$ cat config.mk
export PLATFORM = sky130hd
export DESIGN_NAME = arm_trace_buffer
export DESIGN_NICKNAME = d
export VERILOG_FILES = /design/src/rtl/arm_trace_buffer.sv
export SDC_FILE = /design/constraint.sdc
export NUM_CORES = 1
export LEC_CHECK = 0
export BUFFER_PORTS_ARGS = -buffer_cell sky130_fd_sc_hd__buf_2
export CORE_MARGIN = 4
export CORE_UTILIZATION = 45
export CTS_CLUSTER_DIAMETER = 200
export DETAILED_ROUTE_END_ITERATION = 12
export PLACE_DENSITY_LB_ADDON = 0.08
export SKIP_LAST_GASP = 1
export SYNTH_ARGS = -nofsm -noshare
export SYNTH_HDL_FRONTEND = slang
export SYNTH_SLANG_ARGS = --single-unit
$ cat constraint.sdc
create_clock -name CLK -period 6 [get_ports CLK]
set_input_delay 0.6 -clock CLK [delete_from_list [all_inputs] [get_ports CLK]]
set_output_delay 0.6 -clock CLK [all_outputs]
set_load 0.05 [all_outputs]
$ cat src/rtl/arm_trace_buffer.sv
// arm_trace_buffer: captures one retired-instruction record per clock into a
// FIFO and drains each record as a 3-beat 32-bit valid/ready stream
// (Instr, ALUResult, Result). Capture stops after the halt encoding.
// Optional macro ARM_TRACE_TIMESTAMP_EN adds a free-running cycle stamp per
// record, sent as a fourth beat that then carries out_last.
module arm_trace_buffer #(
  parameter int          DEPTH      = 16,
  parameter logic [31:0] HALT_INSTR = 32'hE0000000,
  parameter int          CNT_W      = 16
) (
  input  logic             CLK,
  input  logic             RST,
  input  logic             trace_en,
  input  logic [31:0]      Instr,
  input  logic [31:0]      ALUResult,
  input  logic [31:0]      Result,
  input  logic [1:0]       ALUControl,
  output logic             out_valid,
  input  logic             out_ready,
  output logic [31:0]      out_data,
  output logic [1:0]       out_beat,
  output logic [1:0]       out_ctrl,
  output logic             out_last,
  output logic             halted,
  output logic             overflow,
  output logic [CNT_W-1:0] drop_cnt,
  output logic [CNT_W-1:0] retire_cnt,
  output logic             done
);

  localparam int          AW     = $clog2(DEPTH);
  localparam logic [AW:0] FULL_C = (AW+1)'(DEPTH);
  localparam logic [AW:0] ONE_C  = (AW+1)'(1);

`ifdef ARM_TRACE_TIMESTAMP_EN
  typedef enum logic [2:0] {S_IDLE, S_B0, S_B1, S_B2, S_B3} state_t;
`else
  typedef enum logic [2:0] {S_IDLE, S_B0, S_B1, S_B2} state_t;
`endif

  state_t            state_q, state_d;
  logic [AW:0]       count_q, count_d;
  logic [AW-1:0]     wr_ptr_q, wr_ptr_d;
  logic [AW-1:0]     rd_ptr_q, rd_ptr_d;
  logic              halted_q, halted_d;
  logic              overflow_q, overflow_d;
  logic [CNT_W-1:0]  drop_cnt_q, drop_cnt_d;
  logic [CNT_W-1:0]  retire_cnt_q, retire_cnt_d;

  logic [31:0]       instr_mem_q [DEPTH];
  logic [31:0]       alu_mem_q   [DEPTH];
  logic [31:0]       res_mem_q   [DEPTH];
  logic [1:0]        ctrl_mem_q  [DEPTH];

  logic              capture;
  logic              pop;
  logic              push_ok;
  logic              last_state;

`ifdef ARM_TRACE_TIMESTAMP_EN
  logic [31:0]       ts_q, ts_d;
  logic [31:0]       ts_mem_q [DEPTH];
  assign last_state = (state_q == S_B3);
`else
  assign last_state = (state_q == S_B2);
`endif

  // Handshake qualifiers; a final-beat pop frees a slot for a same-cycle push.
  always_comb begin
    capture = trace_en & ~halted_q;
    pop     = last_state & out_ready;
    push_ok = capture & ((count_q != FULL_C) | pop);
  end

  // FIFO bookkeeping, halt latch and saturating statistics.
  always_comb begin
    count_d      = count_q;
    wr_ptr_d     = wr_ptr_q;
    rd_ptr_d     = rd_ptr_q;
    halted_d     = halted_q;
    overflow_d   = overflow_q;
    drop_cnt_d   = drop_cnt_q;
    retire_cnt_d = retire_cnt_q;
    case ({push_ok, pop})
      2'b10:   count_d = count_q + ONE_C;
      2'b01:   count_d = count_q - ONE_C;
      default: count_d = count_q;
    endcase
    if (push_ok) begin
      wr_ptr_d = wr_ptr_q + 1'b1;
      if (retire_cnt_q != '1) retire_cnt_d = retire_cnt_q + 1'b1;
    end
    if (pop) rd_ptr_d = rd_ptr_q + 1'b1;
    if (capture && !push_ok) begin
      overflow_d = 1'b1;
      if (drop_cnt_q != '1) drop_cnt_d = drop_cnt_q + 1'b1;
    end
    if (capture && (Instr == HALT_INSTR)) halted_d = 1'b1;
  end

  // Drain FSM next state; IDLE also starts on a same-cycle push so the first
  // beat is visible the cycle after capture.
  always_comb begin
    state_d = state_q;
    case (state_q)
      S_IDLE: if ((count_q != '0) || push_ok) state_d = S_B0;
      S_B0:   if (out_ready) state_d = S_B1;
      S_B1:   if (out_ready) state_d = S_B2;
`ifdef ARM_TRACE_TIMESTAMP_EN
      S_B2:   if (out_ready) state_d = S_B3;
      S_B3:   if (out_ready) state_d = ((count_q > ONE_C) || push_ok) ? S_B0 : S_IDLE;
`else
      S_B2:   if (out_ready) state_d = ((count_q > ONE_C) || push_ok) ? S_B0 : S_IDLE;
`endif
      default: state_d = S_IDLE;
    endcase
  end

`ifdef ARM_TRACE_TIMESTAMP_EN
  // Free-running cycle stamp, wraps at 32 bits.
  always_comb ts_d = ts_q + 32'd1;
`endif

  // Control and status registers.
  always_ff @(posedge CLK) begin
    if (RST) begin
      state_q      <= S_IDLE;
      count_q      <= '0;
      wr_ptr_q     <= '0;
      rd_ptr_q     <= '0;
      halted_q     <= 1'b0;
      overflow_q   <= 1'b0;
      drop_cnt_q   <= '0;
      retire_cnt_q <= '0;
`ifdef ARM_TRACE_TIMESTAMP_EN
      ts_q         <= '0;
`endif
    end else begin
      state_q      <= state_d;
      count_q      <= count_d;
      wr_ptr_q     <= wr_ptr_d;
      rd_ptr_q     <= rd_ptr_d;
      halted_q     <= halted_d;
      overflow_q   <= overflow_d;
      drop_cnt_q   <= drop_cnt_d;
      retire_cnt_q <= retire_cnt_d;
`ifdef ARM_TRACE_TIMESTAMP_EN
      ts_q         <= ts_d;
`endif
    end
  end

  // Entry storage; written only on an accepted push, never reset.
  always_ff @(posedge CLK) begin
    if (!RST && push_ok) begin
      instr_mem_q[wr_ptr_q] <= Instr;
      alu_mem_q[wr_ptr_q]   <= ALUResult;
      res_mem_q[wr_ptr_q]   <= Result;
      ctrl_mem_q[wr_ptr_q]  <= ALUControl;
`ifdef ARM_TRACE_TIMESTAMP_EN
      ts_mem_q[wr_ptr_q]    <= ts_q;
`endif
    end
  end

  // Beat presentation from the head entry; stable while stalled because
  // neither the state nor the read pointer moves without a handshake.
  always_comb begin
    out_valid = 1'b0;
    out_data  = '0;
    out_beat  = 2'd0;
    out_ctrl  = 2'd0;
    out_last  = 1'b0;
    case (state_q)
      S_B0: begin
        out_valid = 1'b1;
        out_data  = instr_mem_q[rd_ptr_q];
        out_beat  = 2'd0;
        out_ctrl  = ctrl_mem_q[rd_ptr_q];
      end
      S_B1: begin
        out_valid = 1'b1;
        out_data  = alu_mem_q[rd_ptr_q];
        out_beat  = 2'd1;
        out_ctrl  = ctrl_mem_q[rd_ptr_q];
      end
      S_B2: begin
        out_valid = 1'b1;
        out_data  = res_mem_q[rd_ptr_q];
        out_beat  = 2'd2;
        out_ctrl  = ctrl_mem_q[rd_ptr_q];
`ifndef ARM_TRACE_TIMESTAMP_EN
        out_last  = 1'b1;
`endif
      end
`ifdef ARM_TRACE_TIMESTAMP_EN
      S_B3: begin
        out_valid = 1'b1;
        out_data  = ts_mem_q[rd_ptr_q];
        out_beat  = 2'd3;
        out_ctrl  = ctrl_mem_q[rd_ptr_q];
        out_last  = 1'b1;
      end
`endif
      default: ;
    endcase
  end

  assign halted     = halted_q;
  assign overflow   = overflow_q;
  assign drop_cnt   = drop_cnt_q;
  assign retire_cnt = retire_cnt_q;
  assign done       = halted_q & (count_q == '0) & (state_q == S_IDLE);

endmodule
**Word-level counts from Yosys, hierarchy flattened**

Memory sizes are Yosys's and may differ from the RTL's. A register that Yosys moved wholly into a read port is not among the register bits.
Cells that the tools add are included.

- Memory bits (writable): 1,568
- Bits of input ports: 102
- Output and inout port bits: 73
- Bits in registers: 50
- Memories: 4

Memory list:

| memory | depth | width | read ports | clocked after memory_dff | write ports | RTL line | RTL |
|---|---|---|---|---|---|---|---|
| alu_mem_q | 16 | 32 | 1 | 1 | 1 | 51 | `logic [31:0] alu_mem_q [DEPTH];` |
| instr_mem_q | 16 | 32 | 1 | 1 | 1 | 50 | `logic [31:0] instr_mem_q [DEPTH];` |
| res_mem_q | 16 | 32 | 1 | 1 | 1 | 52 | `logic [31:0] res_mem_q [DEPTH];` |
| ctrl_mem_q | 16 | 2 | 1 | 1 | 1 | 53 | `logic [1:0] ctrl_mem_q [DEPTH];` |

- Order comparisons: 1
- Bitwise gates (word level): 7
- Muxes and demuxes: 22
- Reductions and logical operators: 15
- Equality and inequality tests: 13
- Add/subtract/negate cells: 6

Operators with widths:

| kind | count |
|---|---|
| $pmux 32 s3 | 1 |
| $add 16x1->16 const B | 2 |
| $eq 32x32->1 const B | 1 |
| $mux 4 | 8 |
| $ne 16x16->1 const B | 2 |
| $mux 3 | 4 |
| $pmux 3 s4 | 1 |
| $pmux 5 s2 | 1 |
| $add 4x1->4 const B | 2 |
| $ne 2x2->1 const B | 4 |
| $eq 3x2->1 const B | 2 |
| $add 5x1->5 const B | 1 |
| $and 1x1->1 | 5 |
| $gt 5x1->1 const B | 1 |
| $logic_not 5->1 | 1 |
| $mux 1 | 5 |
| $ne 5x5->1 const B | 1 |
| $reduce_bool 5->1 | 1 |
| $sub 5x1->5 const B | 1 |
| $pmux 2 s2 | 1 |
| $reduce_and 2->1 | 2 |
| $reduce_and 4->1 | 1 |
| $eq 3x1->1 const B | 1 |
| $logic_and 1x1->1 | 3 |
| 10 further kinds | 12 |

**Logic depth before layout (Yosys ltp)**

Gate-level depths: netlist (run 1).

- Depth in word-level cells: 8
- Mapped depth: 10

**Worst setup path before layout (run 1)**

OpenSTA, ideal clock, no wires.

- Path type: reg2reg
- From: register state_q[0]
- To: memory alu_mem_q[0][0], enable pin
- Path slack: -0.715 ns
- Clock period less this slack: 6.715 ns
- Setup time: 0.556 ns
- Data arrival time: 6.159 ns
- Data required time: 5.444 ns
- Stages on the path, launching flop included: 8
- Cells stage by stage: dfxtp_1 > ha_1 > nand2_2 > a41oi_1 > inv_2 > clkbuf_1 > or3_1 > nor2_1

- Cells in the longest elaborated chain, start to end: 7

RTL lines:

| item | RTL line | RTL |
|---|---|---|
| start, declared | 41 | `state_t state_q, state_d;` |
| start signal, assigned | 139 | `state_q <= state_d;` |
| $eq 3x2->1 | 65 | `assign last_state = (state_q == S_B2);` |
| $and 1x1->1 | 71 | `pop = last_state & out_ready;` |
| $or 1x1->1 | 72 | `push_ok = capture & ((count_q != FULL_C) \| pop);` |
| $and 1x1->1 | 72 |  |
| $logic_and 1x1->1 | 155 | `if (!RST && push_ok) begin` |
| $mux 1 | 155 |  |
| $mux 1 (not written as such) | 157 | `alu_mem_q[wr_ptr_q] <= ALUResult;` |
| end, declared | 51 |  |

Every way passes these cells.

==> results of run 1 <==
## routing by layer
metal	GRT usage	up-vias
li1	-	14370
met1	0.3138	17490
met2	0.3721	1160
met3	0.05581	264
met4	0.06232	22
met5	0	-
## per-stage QoR
stage	power [mW]	hold WS [ps]	TNS (ps)	utilization	setup slack [ps]
2_1_floorplan	14.06	467.8	-546600	-	-714.9
3_3_place_gp	14.96	459.8	0	0.4781	1497
3_5_place_dp	14.99	460.4	0	0.4781	1494
4_1_cts	24.81	115.3	0	0.5155	954.5
5_1_grt	25.40	141.7	0	0.5155	858.8
6_report	24.59	178.9	0	0.5156	1034
## worst max-delay path, cell delays in order, from the launching register on
cell and delay [ps]:
dfxtp_4 710, buf_4 500, buf_4 610, mux4_2 410, a22o_1 200, a221oi_1 500, a31oi_1 290, buf_2 280
## state kept, by name, summed over array words and instances, names as in the netlist, named ones only
register,cells
alu_mem_q,512
instr_mem_q,512
res_mem_q,512
ctrl_mem_q,32
drop_cnt,16
retire_cnt,16
count_q,5
rd_ptr_q,4
wr_ptr_q,4
state_q,2
halted,1
overflow,1
## cell usage in the layout (no fill, tap or decap), types with 11 or more instances in the layout
cell type,count
clkbuf_1,36
ha_1,15
inv_1,12
nand3_1,75
a31oi_1,24
a41oi_1,19
o21ai_0,11
a22oi_1,207
a221o_1,17
dfxtp_1,49
edfxtp_1,1568
nand4_1,30
nor2_1,57
o221ai_1,17
xor2_1,11
buf_12,29
nand2_1,64
xnor2_1,17
and3_1,15
mux2_2,48
clkinv_1,38
a21oi_1,41
nand2b_1,31
a211oi_1,19
clkinv_2,36
a22o_1,28
mux2i_1,506
o22ai_1,21
clkbuf_16,169
buf_2,174
buf_4,72
nor2_4,17
a221oi_1,23
nor2b_1,14
nor3_1,15
mux4_2,114
## power groups by stage
stage | clock [mW] | sequential, mW | combinational (mW)
4_1_cts | 10.1 | 12.5 | 2.22
6_report | 9.85 | 12.5 | 2.20
2_1_floorplan | 0 | 12.8 | 1.30
5_1_grt | 10.5 | 12.5 | 2.33
3_3_place_gp | 0 | 12.8 | 2.20
3_5_place_dp | 0 | 12.8 | 2.22
## kinds of logic after synthesis
group           share of synthesized area
flops                              0.7596
mux                                0.1290
compound gates                    0.05591
simple gates                      0.03001
buf+inv                           0.01826
xor+xnor                         0.003869
fa+ha+maj                        0.003356
## worst max path at each step
stage / to / slack, ps / cells after the start
floorplan: alu_mem_q[0][0] / -710 / 7
global placement: res_mem_q[5][31] / 1500 / 7
detailed placement: res_mem_q[5][29] / 1490 / 7
CTS: out_data[16] / 950 / 7
global route: out_data[27] / 860 / 7
finish: out_data[4] / 1030 / 7
## layout make-up
type | count | area (sq um) | area share
flip-flops and latches | 1621 | 48160 | 0.6686
multi-input cells | 1550 | 14240 | 0.1977
clock buffers | 205 | 4364 | 0.06059
well taps | 1876 | 2347 | 0.03259
repair buffers | 275 | 1992 | 0.02765
clock inverters | 102 | 863.3 | 0.01199
inverters | 14 | 52.55 | 0.0007295
diodes | 5 | 12.51 | 0.0001737
## synth_stat cells (17+ instances only)
master | instances | area [sq um]
o221ai_1 | 17 | 148.9
mux2i_1 | 506 | 5065
ha_1 | 17 | 212.7
a211oi_1 | 19 | 142.6
a31oi_1 | 24 | 150.1
clkbuf_1 | 83 | 311.6
mux4_2 | 114 | 2567
a22o_1 | 28 | 245.2
nand4_1 | 30 | 187.7
a41oi_1 | 19 | 166.4
mux2_2 | 48 | 540.5
buf_6 | 21 | 236.5
buf_4 | 37 | 277.8
nand2b_1 | 31 | 193.9
buf_1 | 17 | 63.81
xnor2_1 | 17 | 148.9
a221o_1 | 17 | 170.2
o22ai_1 | 21 | 131.4
a22oi_1 | 207 | 1554
dfxtp_1 | 53 | 1061
nand3_1 | 75 | 375.4
edfxtp_1 | 1568 | 47090
nor2_1 | 74 | 277.8
a221oi_1 | 23 | 201.4
buf_2 | 43 | 215.2
nor2b_1 | 18 | 112.6
a21oi_1 | 41 | 205.2
nand2_1 | 64 | 240.2
==> summary.md, run 1 <==
| Metric | Value |
|---|---|
| Final wirelength | `169800 microns` |
| Peak Freq | `201.4 MHz` |
| CTS sink cnt | `1621` |
| #FFs+latches synth | `1621` |
| Avg Inst Size Synth | `18.72 sq um` |
| Detail Placement HPWL | `95380 microns` |
| Hold EP | `alu_mem_q[9][15]` |
| R2R Setup Slk | `1570 ps` |
| Worst-Margin Slew | `1288 ps` |
| Worst hold path type | `in -> reg` |
| Pleak | `21.78 nW` |
| Share of post-route cells with drive strength above 1 | `0.1885` |
| Final Max Slew Viols | `0` |
| Critical R2R Launch | `state_q[0]` |
| Met2 wire length | `81100 microns` |
| Critical path type | `reg -> out` |
| Async SR Flop Fraction | `0` |
| Net Sw Power | `6.004 mW` |
| Fin cells | `5648` |
| Initial antenna violation count | `32` |
| Number of synthesized flops with an enable pin | `1568` |
| Min-delay src | `ALUResult[15]` |
| Max FO, Critical Path | `51` |
| Worst reg2reg path endpoint | `instr_mem_q[2][6]` |
| Fin crit period | `4966 ps` |
| Die X | `383.3 microns` |
| Clk slew on worst S/H paths | `60 ps` |
| Antenna-violating nets left | `0` |
| CTS Buffer Depth | `3` |
| Finish-stage setup viols | `0` |
| R2r worst-path depth | `8` |
| Sw frac | `0.2442` |
| Metal3 WL | `12730 microns` |
| Hold Vio Cnt, Final | `0` |
| Die ar. | `0.1469 sq mm` |
| Vias in the first global route | `34100` |
| GRT Util Overall | `0.2301` |
| Int Power | `18.59 mW` |
| Worst skew pair latency | `790 ps` |
| Fraction of power consumed by sequential logic | `0.510` |
| Initial Utilization | `0.4537` |
| Commonest register cell after synthesis | `edfxtp_1` |
| Hold buffers post-CTS | `0` |
| Synthesized area | `0.06338 sq mm` |
| Maximum VDD drop | `0.2737 mV` |
| Residual DRC | `0` |
| Required @ worst endpoint | `5400 ps` |
| Slew headroom | `0.1295` |
| Yosys warns | `0` |
| Post-Layout Inst Area | `0.07203 sq mm` |
| # rows | `137` |
| Power Density | `341.4 mW/mm^2` |
| I/O pins | `175` |
| Post-synthesis sequential area ratio | `0.7596` |
| Max capacitance violation total | `0` |
| H-tree Lvls | `4` |
| First-pass GRT wire length | `243100 microns` |
| Nature of the critical path endpoint | `output pin` |
| Clock share of power | `0.401` |
| DIE HEIGHT | `383.3 microns` |
| Largest net degree at the start of global routing | `86` |
| RSZ-0062 raised after global routing | `false` |
| Root Buffer Master | `clkbuf_16` |
| Vias/cell | `5.897` |
| Top Metal Used | `met5` |
| Syn-to-layout area delta | `13.65%` |
| Router iterations before antenna repair | `6` |
| Via count | `33310` |
| GR Overflow Total | `0` |
| Drt wl/cell | `30.07 microns` |
| Logic gate share of total power | `0.090` |
| Core ar. | `0.1397 sq mm` |
| Syn nets | `3505` |
| CP Launch Type | `flop` |
| Run status | `completed` |
| # fillers | `11180` |
| CTS buffer count | `168` |
| WL met1 | `71670 microns` |
| Nets | `3749` |
| Final Wtd Congestion | `0.7923` |
| Post-synth cell types | `60` |
| Detailed Route Iter0 Violations | `3294` |
| Post-CTS setup buffer count | `0` |
| IO buf count | `174` |
| Final worst-path cycle share | `0.8276` |
| CTS resizes | `0` |
| Cells after Synth | `3386` |
| Clock skew | `24.81 ps` |
| # placed instances | `5336` |
| CTS tree | `built` |
| Critical Path AT | `4370 ps` |
| Hold path depth | `1` |
| Placed cell area | `0.06679 sq mm` |
Note: power is estimated with default switching activity, not from simulation.
==> inputs of run 2 (changes only) <==
clock period = 5 ns   (was 6 ns; I/O delays follow)
==> run 2 against run 1 <==
- hold slack lost 85 ps
- sequential power grew 20%
- highest routed layer unchanged
- utilization up 0.30 points
- critical endpoint is now out_data[12]
- final cell count is 0.21% higher
- first-iteration DRC count shrank 7.3%
- sequential share of layout area down 0.39 points
==> summary.md, run 2 (synthesis results as in run 1) <==
| Metric | Value |
|---|---|
| Required @ worst endpoint | `4500 ps (-900 ps)` |
| Post-Layout Inst Area | `0.07245 sq mm (+0.58%)` |
| Clock skew | `15.12 ps (-9.691 ps)` |
| Slowest-stage cell, CP | `dfxtp_4` |
| RSZ-0062 raised after global routing | `false` |
| CTS tree | `built` |
| Final worst-path cycle share | `0.9295` |
| Router iterations before antenna repair | `5 (-1)` |
| Max capacitance violation total | `0 (unchanged)` |
| Largest registers | `alu_mem_q (512), instr_mem_q (512), res_mem_q (512)` |
| Core ar. | `0.1397 sq mm (unchanged)` |
| CTS buffer count | `170 (+1.2%)` |
| Fin cells | `5660 (+0.21%)` |
| Commonest cells after routing, fill and taps aside | `1568 x edfxtp_1, 506 x mux2i_1, 207 x a22oi_1, 175 x clkbuf_16, 174 x buf_2` |
| Hold buffers post-CTS | `0 (unchanged)` |
| Run status | `completed` |
| Slowest cell delay on critical path | `670 ps (-40 ps)` |
| Initial antenna violation count | `25 (-22%)` |
| Post-CTS setup buffer count | `0 (unchanged)` |
| GRT Util Overall | `0.2298 (-0.0003433)` |
| Detail Placement HPWL | `94710 microns (-0.70%)` |
| H-tree Lvls | `4 (unchanged)` |
| CP Launch Type | `flop` |
| Maximum VDD drop | `0.3436 mV (+26%)` |
| Placed cell area | `0.06715 sq mm (+0.54%)` |
| Finish-stage setup viols | `0 (unchanged)` |
| Largest net degree at the start of global routing | `99 (+15%)` |
| Bufs and invs on worst path | `3 (unchanged)` |
| Slew headroom | `0.2601 (+0.1306)` |
| Clk slew on worst S/H paths | `60 ps (about the same)` |
| Nets | `3762 (+0.35%)` |
| Syn-to-layout area delta | `14.31%` |
| Critical path type | `reg -> out` |
| Crit path max-delay family | `buffers and inverters` |
| Die X | `383.3 microns (unchanged)` |
| Max FO, Critical Path | `86 (+69%)` |
| CTS sink cnt | `1621 (unchanged)` |
| DIE HEIGHT | `383.3 microns (unchanged)` |
| Nature of the critical path endpoint | `output pin` |
| # fillers | `11210 (+0.29%)` |
| Share of post-route cells with drive strength above 1 | `0.1880 (-0.0004990)` |
| Peak Freq | `215.2 MHz` |
| Residual DRC | `0 (unchanged)` |
| GR Overflow Total | `0 (unchanged)` |
| IO buf count | `174 (unchanged)` |
| Vias in the first global route | `34480 (+1.1%)` |
| Worst-Margin Slew | `1107 ps (-180.9 ps)` |
| Via count | `33540 (+0.69%)` |
| Die ar. | `0.1469 sq mm (unchanged)` |
| Critical Path AT | `4150 ps (-220 ps)` |
| Crit path cell chain | `nor2b_4 -> buf_12 -> buf_4 -> a22oi_1 -> a22o_1 -> o311ai_1 -> a41oi_1 -> buf_2` |
| Detailed Route Iter0 Violations | `3053 (-7.3%)` |
| Vias/cell | `5.925 (+0.48%)` |
| Antenna-violating nets left | `0 (unchanged)` |
| Worst skew pair latency | `790 ps (about the same)` |
| # rows | `137 (unchanged)` |
| Final wirelength | `169700 microns (about the same)` |
| # placed instances | `5346 (+0.19%)` |
| Power Density | `409.6 mW/mm^2 (+20%)` |
| Pleak | `21.92 nW (+0.66%)` |
| Hold Vio Cnt, Final | `0 (unchanged)` |
| Drt wl/cell | `29.99 microns (-0.27%)` |
| Initial Utilization | `0.4537 (unchanged)` |
| CTS resizes | `0 (unchanged)` |
| Final Max Slew Viols | `0 (unchanged)` |
| Commonest non-fill, non-tap cell in the layout | `edfxtp_1` |
| Worst hold path type | `in -> reg` |
| Root Buffer Master | `clkbuf_16` |
| First-pass GRT wire length | `244000 microns (+0.41%)` |
| CTS Buffer Depth | `3 (unchanged)` |
| I/O pins | `175 (unchanged)` |
| Final Wtd Congestion | `0.7987 (+0.81%)` |
| Fin crit period | `4647 ps` |
run 2: cell types whose count changed in the layout (fill, tap and decap cells not counted), sizes merged, moves of 3 or more:
cell      previous run  this run
buf                275       285
clkbuf             205       210
bufinv               6        10
clkinv              84        80
clkinvlp             5         2
run 2: per-stage QoR:
step	total power, mW	hold WS [ps]	util	setup WS, ps	setup TNS [ps]
detailed placement	17.98	457.6	0.4807	1205	0
finish	29.67	93.47	0.5186	352.6	0
global placement	17.94	456.6	0.4807	1245	0
global route	30.64	62.37	0.5185	168.5	0
floorplan	16.87	467.8	-	-1552	-1846940
CTS	29.95	25.36	0.5184	280.7	0
run 2: final timing paths:
kind / slack (ps) / endpoint / startpoint / cells past startpoint
max: 350 / out_data[12] / flop / 8
min: 90 / alu_mem_q[0][20] / ALUResult[20] / 1
max reg2reg: 1390 / res_mem_q[1][25] / count_q[0] / 8
min reg2reg: 480 / overflow / overflow / 2
run 2: final cells by class:
type | count | area, sq um | area share
Clock inverter | 97 | 748.2 | 0.01033
Timing Repair Buffer | 286 | 2362 | 0.03261
Clock buffer | 209 | 4517 | 0.06234
Tap cell | 1876 | 2347 | 0.03240
Sequential cell | 1621 | 48160 | 0.6648
Multi-Input combinational cell | 1550 | 14240 | 0.1966
Inverter | 14 | 52.55 | 0.0007253
Antenna cell | 7 | 17.52 | 0.0002418
run 2: metal layers:
layer / track usage / up-vias / part of all wire
li1: - / 14430 / -
met1: 0.3221 / 17790 / 0.44
met2: 0.3777 / 1084 / 0.48
met3: 0.04054 / 231 / 0.060
met4: 0.05315 / 8 / 0.019
met5: 0 / - / 0.00032
run 2: worst register-to-register path: cells and delay by family, from the launching register on:
kind	cells	cell delay, ps
DFF	1	440
AOI/OAI and AO/OA	1	490
and+or+nand+nor	2	1200
adders and majority gates	1	260
buffers and inverters	4	840
run 2: report_power, final:
| part | switching, mW | leakage (nW) | internal, mW |
|---|---|---|---|
| registers | 0.0467 | 14.6 | 15.0 |
| clock network | 5.10 | 2.57 | 6.90 |
| logic | 1.88 | 4.79 | 0.762 |
